## src/rtl/traffic_lamp_sequencer.sv

```systemverilog
// Checks the upstream phase-code ring, drives registered lamps, counts completed cycles, and flashes yellow on a fault.
// Optional build macro TLS_AUTO_RECOVER_EN: a 0000 code seen while in FAULT returns the block to SYNC.
module traffic_lamp_sequencer #(
  parameter int CNT_W     = 8,
  parameter int BLINK_DIV = 4
) (
  input  logic             clk,
  input  logic             rst_n,
  input  logic [3:0]       q_in,
  output logic             red,
  output logic             yellow,
  output logic             green,
  output logic             fault,
  output logic [CNT_W-1:0] cycle_cnt
);

  localparam int BLK_W = (BLINK_DIV > 1) ? $clog2(BLINK_DIV) : 1;
  localparam logic [BLK_W-1:0] BLK_LAST = BLK_W'(BLINK_DIV - 1);
  localparam logic [CNT_W-1:0] CNT_MAX  = {CNT_W{1'b1}};

  // Lamp vectors are packed as {red, yellow, green}
  localparam logic [2:0] LAMP_RED  = 3'b100;
  localparam logic [2:0] LAMP_RY   = 3'b110;
  localparam logic [2:0] LAMP_GRN  = 3'b001;
  localparam logic [2:0] LAMP_YEL  = 3'b010;

  typedef enum logic [1:0] {
    ST_SYNC  = 2'd0,
    ST_RUN   = 2'd1,
    ST_FAULT = 2'd2
  } state_t;

  state_t           state_r, state_s;
  logic [3:0]       q_prev_r, q_prev_s;
  logic [BLK_W-1:0] blk_r, blk_s;
  logic [2:0]       lamps_r, lamps_s;
  logic             fault_r, fault_s;
  logic [CNT_W-1:0] cnt_r, cnt_s;
  logic             step_ok_s;
  logic             wrap_s;
  logic [BLK_W-1:0] blk_adv_s;
  logic             yel_adv_s;

  function automatic logic is_legal(input logic [3:0] q);
    case (q)
      4'b0000, 4'b0001, 4'b0011, 4'b0111, 4'b1111, 4'b1110: is_legal = 1'b1;
      default:                                               is_legal = 1'b0;
    endcase
  endfunction

  // The default is unreachable because q_prev only ever holds ring codes
  function automatic logic [3:0] succ(input logic [3:0] q);
    case (q)
      4'b0000: succ = 4'b0001;
      4'b0001: succ = 4'b0011;
      4'b0011: succ = 4'b0111;
      4'b0111: succ = 4'b1111;
      4'b1111: succ = 4'b1110;
      4'b1110: succ = 4'b0000;
      default: succ = 4'b0101;
    endcase
  endfunction

  function automatic logic [2:0] dec(input logic [3:0] q);
    case (q)
      4'b0000:          dec = LAMP_RED;
      4'b0001:          dec = LAMP_RY;
      4'b0011, 4'b0111: dec = LAMP_GRN;
      4'b1111, 4'b1110: dec = LAMP_YEL;
      default:          dec = LAMP_YEL;
    endcase
  endfunction

  // Step qualification and the free-running flash divider used in FAULT
  always_comb begin
    step_ok_s = is_legal(q_in) && (q_in == succ(q_prev_r));
    wrap_s    = (q_prev_r == 4'b1110) && (q_in == 4'b0000);
    if (blk_r == BLK_LAST) begin
      blk_adv_s = {BLK_W{1'b0}};
      yel_adv_s = ~lamps_r[1];
    end else begin
      blk_adv_s = blk_r + BLK_W'(1);
      yel_adv_s = lamps_r[1];
    end
  end

  // Next-state and next-output logic
  always_comb begin
    state_s  = state_r;
    q_prev_s = q_prev_r;
    blk_s    = blk_r;
    lamps_s  = lamps_r;
    fault_s  = fault_r;
    cnt_s    = cnt_r;
    case (state_r)
      ST_SYNC: begin
        lamps_s = LAMP_RED;
        fault_s = 1'b0;
        blk_s   = {BLK_W{1'b0}};
        if (q_in == 4'b0000) begin
          state_s  = ST_RUN;
          q_prev_s = 4'b0000;
          lamps_s  = dec(4'b0000);
        end else begin
          state_s  = ST_SYNC;
        end
      end
      ST_RUN: begin
        if (step_ok_s) begin
          q_prev_s = q_in;
          lamps_s  = dec(q_in);
          if (wrap_s && (cnt_r != CNT_MAX)) begin
            cnt_s = cnt_r + CNT_W'(1);
          end else begin
            cnt_s = cnt_r;
          end
        end else begin
          state_s = ST_FAULT;
          fault_s = 1'b1;
          lamps_s = LAMP_YEL;
          blk_s   = {BLK_W{1'b0}};
        end
      end
      ST_FAULT: begin
`ifdef TLS_AUTO_RECOVER_EN
        if (q_in == 4'b0000) begin
          state_s = ST_SYNC;
          fault_s = 1'b0;
          lamps_s = LAMP_RED;
          blk_s   = {BLK_W{1'b0}};
        end else begin
          fault_s = 1'b1;
          blk_s   = blk_adv_s;
          lamps_s = {1'b0, yel_adv_s, 1'b0};
        end
`else
        fault_s = 1'b1;
        blk_s   = blk_adv_s;
        lamps_s = {1'b0, yel_adv_s, 1'b0};
`endif
      end
      default: begin
        // A corrupted state encoding is treated as a fault
        state_s = ST_FAULT;
        fault_s = 1'b1;
        lamps_s = LAMP_YEL;
        blk_s   = {BLK_W{1'b0}};
      end
    endcase
  end

  // State and output registers
  always_ff @(posedge clk or negedge rst_n) begin
    if (!rst_n) begin
      state_r  <= ST_SYNC;
      q_prev_r <= 4'b0000;
      blk_r    <= {BLK_W{1'b0}};
      lamps_r  <= LAMP_RED;
      fault_r  <= 1'b0;
      cnt_r    <= {CNT_W{1'b0}};
    end else begin
      state_r  <= state_s;
      q_prev_r <= q_prev_s;
      blk_r    <= blk_s;
      lamps_r  <= lamps_s;
      fault_r  <= fault_s;
      cnt_r    <= cnt_s;
    end
  end

  assign red       = lamps_r[2];
  assign yellow    = lamps_r[1];
  assign green     = lamps_r[0];
  assign fault     = fault_r;
  assign cycle_cnt = cnt_r;

endmodule
```

## config.mk

```make
export PLATFORM = sky130hd
export DESIGN_NAME = traffic_lamp_sequencer
export DESIGN_NICKNAME = d
export VERILOG_FILES = /design/src/rtl/traffic_lamp_sequencer.sv
export SDC_FILE = /design/constraint.sdc
export NUM_CORES = 1
export LEC_CHECK = 0
export ABC_AREA = 1
export CAP_MARGIN = 20
export CORE_MARGIN = 2
export CORE_UTILIZATION = 40
export CTS_BUF_LIST = sky130_fd_sc_hd__clkbuf_8
export DETAILED_ROUTE_END_ITERATION = 8
export PLACE_DENSITY_LB_ADDON = 0.2
export SLEW_MARGIN = 20
export SYNTH_ARGS = -nofsm -noshare
export SYNTH_HDL_FRONTEND = slang
export SYNTH_SLANG_ARGS = --single-unit
```

## constraint.sdc

```tcl
create_clock -name clk -period 2.36 [get_ports clk]
set_clock_uncertainty 0.05 [all_clocks]
set_input_delay 0.354 -clock clk [delete_from_list [all_inputs] [get_ports clk]]
set_output_delay 0.354 -clock clk [all_outputs]
set_load 0.02 [all_outputs]
```

==> results_dict.tcl <==
set metrics [dict create \
    outcome "finished, violations left" \
    violations "design-rule violations" \
    drt_iter0_markers 38 \
    async_flop_share_pct 100 \
    core_area_um2 2810 \
    drt-total-wl_um 2440 \
    cts_max_level 1 \
    final_antenna_net_count 0 \
    cts_resized 0 \
    start_util_pct 43.0 \
    power_density_nw_per_um2 414 \
    synth_fp_nets 164 \
    fill_cells 276 \
    ys_seq_area_share_pct 41.6 \
    drv_slew 0 \
    routedWlPerCell_um 11.7 \
    yosysWarningCount 0 \
    avgSynthCellArea_um2 7.74 \
    drive_gt1_share_pct 13.6 \
    synth_edf_count 0 \
    ys.flop_type "dfrtp_1" \
    end_kind "flop" \
    setup.worst_path.start_class "primary input" \
    dieArea_um2 3470 \
    required_ns 2.46 \
    synthesis.area_um2 1210 \
    cts_buffers 3 \
    intPower_w 0.000473 \
    ys_types 25 \
    clock_latency_ns 0.25 \
    period_needed_ns 1.76 \
    crit_type "in -> reg" \
    diodes 0 \
    dr_total_vias 1052 \
    layout-area-overhead-vs-synth_pct 20.7 \
    drcViolationCount 1 \
    hold_viol 0 \
    rrSetupSlack_ns 0.75 \
    hold_buffers 0 \
    dp_hpwl_um 1880 \
    slew-limit-headroom_pct 71.8 \
    setup_viol 0 \
    die_h_um 58.9 \
    rsz0062_at_grt "false" \
    clk_pin_slew_worst_paths_ns 0.07 \
    power_frac_comb_pct 6.7 \
    drv_cap 0 \
    grt_util_all_layers_pct 16.5 \
    ir_worst_vdd_v 0.000197 \
    finalPower_w 0.000603 \
    cp_max_fo 9 \
    rows 19 \
    via_per_inst 5.06 \
    clock_power_share_pct 36.5 \
    post-cts-setup-buffers 0 \
    fin_crit_sh_pct 74.7 \
    cts.sinks 20 \
    p_seq_share_pct 56.8 \
    p_sw_w 0.000130 \
    synthesis.instances 156 \
    max_freq_mhz 567 \
    finalNetCount 186 \
    yosys.area.top_type_share_pct 39.4 \
    power_leakage_nw 0.767 \
    synthTopCellsByArea "dfrtp_1 39%, nand2_1 14%, nand3_1 7.0%" \
    grt_pass1_vias 999 \
    grt_overflow 0 \
    hold_class "in -> async" \
    io_buffer_count 17 \
    setup_tns_ns 0 \
    final_util_pct 52.0 \
    layout.cells.non_filler 208 \
    grt_pass1_wl_um 4360 \
    grt_max_degree 21 \
    yosysMostFrequentCell "nand2_1" \
    synth_seq_cells 20 \
    cp.arrival_ns 1.86 \
    antenna_found_initial 0 \
    die_w_um 58.9 \
    yosys.area.top_type "dfrtp_1" \
    cts_tree "built" \
    drtPass1Iterations 6 \
    place_inst 204 \
    clockBufferDepth 2 \
    root_buffer "clkbuf_8" \
    switching_share_pct 21.6 \
    max_slew.worst_pin.slew_ns 0.422 \
    synth_common_cells "45 x nand2_1, 20 x inv_1, 19 x dfrtp_1, 17 x nand3_1, 11 x nor2_1" \
    pin_count 18 \
    gp_congestion 0.893 \
]
## logic make-up after synthesis
kind of cell,count (synthesis),share of synthesized area [%]
AND/OR/NAND/NOR,98,41.1
buffers and inverters,24,8.19
flip-flops,20,41.6
AO/OA/AOI/OAI,8,4.15
XOR/XNOR,4,2.90
adder cells (fa/ha/maj),2,2.07
## final cells by class
type	count	area (um^2)	share of cell area [%]
well taps	31	38.8	2.66
clock buffers	3	41.3	2.83
multi-input cells	112	607	41.6
flip-flops and latches	20	502	34.4
inverters	23	87.6	6.01
clock inverters	1	3.75	0.258
repair buffers	18	178	12.2
## layer usage
| metal | wire length, um | vias to the layer above | global-route usage (%) |
|---|---|---|---|
| li1 | - | 541 | - |
| met1 | 1170 | 494 | 22.1 |
| met2 | 1150 | 15 | 26.0 |
| met3 | 97 | 2 | 3.08 |
| met4 | 17 | 0 | 7.47 |
| met5 | 0 | - | 0 |
## cells in the final DEF, fill, tap and decap left out, types with 2 or more instances in the layout
cell type / netlist / layout
clkbuf_8: 0 / 3
clkdlybuf4s50_1: 0 / 17
dfrtp_1: 19 / 19
ha_1: 2 / 2
inv_1: 20 / 21
inv_2: 2 / 2
nand2_1: 45 / 45
nand2_2: 3 / 3
nand3_1: 17 / 17
nand3_2: 3 / 3
nand4_1: 8 / 8
nor2_1: 11 / 11
nor2_2: 5 / 5
o21ai_0: 6 / 6
xnor2_1: 2 / 2
xor2_1: 2 / 2
## critical path: stages
cell             delay, ns
clkdlybuf4s50_1       0.51
inv_1                 0.16
nand4_1               0.17
nor2_2                0.15
nand3_2               0.19
inv_2                 0.17
nand2_1               0.06
nand2_1               0.06
nand2_1               0.04
## registers in the layout (all words and copies together) (netlist names)
signal / flops
cycle_cnt: 8
q_prev_r: 4
lamps_r: 3
blk_r: 2
state_r: 2
fault: 1
## final timing paths
kind / start / endpoint / cells after the start
worst min register to register: blk_r[0] / blk_r[0] / 1
worst max register to register: cycle_cnt[0] / cycle_cnt[3] / 8
max in group asynchronous: rst_n / lamps_r[2] / 2
worst max-delay path: q_in[1] / cycle_cnt[4] / 9
min in group clk: blk_r[0] / blk_r[0] / 1
worst min-delay path: rst_n / cycle_cnt[1] / 2
## power by group through the flow
stage                     sequential (W)  clock (W)  combinational, W
final                           0.000343   0.000220         0.0000405
after CTS                       0.000343   0.000228         0.0000411
after global placement          0.000349          0         0.0000406
after floorplan                 0.000349          0         0.0000187
after global routing            0.000342   0.000243         0.0000462
after detailed placement        0.000349          0         0.0000411
## stage by stage
| stage | cell area, um^2 | hold WS, ns | worst slack, ns |
|---|---|---|---|
| global route | 1460 | 0.434 | 0.490 |
| CTS | 1460 | 0.396 | 0.588 |
| global placement | 1410 | 0.439 | 0.442 |
| finish | 1460 | 0.391 | 0.597 |
| floorplan | 1210 | 0.00841 | 0.813 |
| detailed placement | 1410 | 0.450 | 0.357 |
No activity file was read; power rests on OpenSTA's default activity.
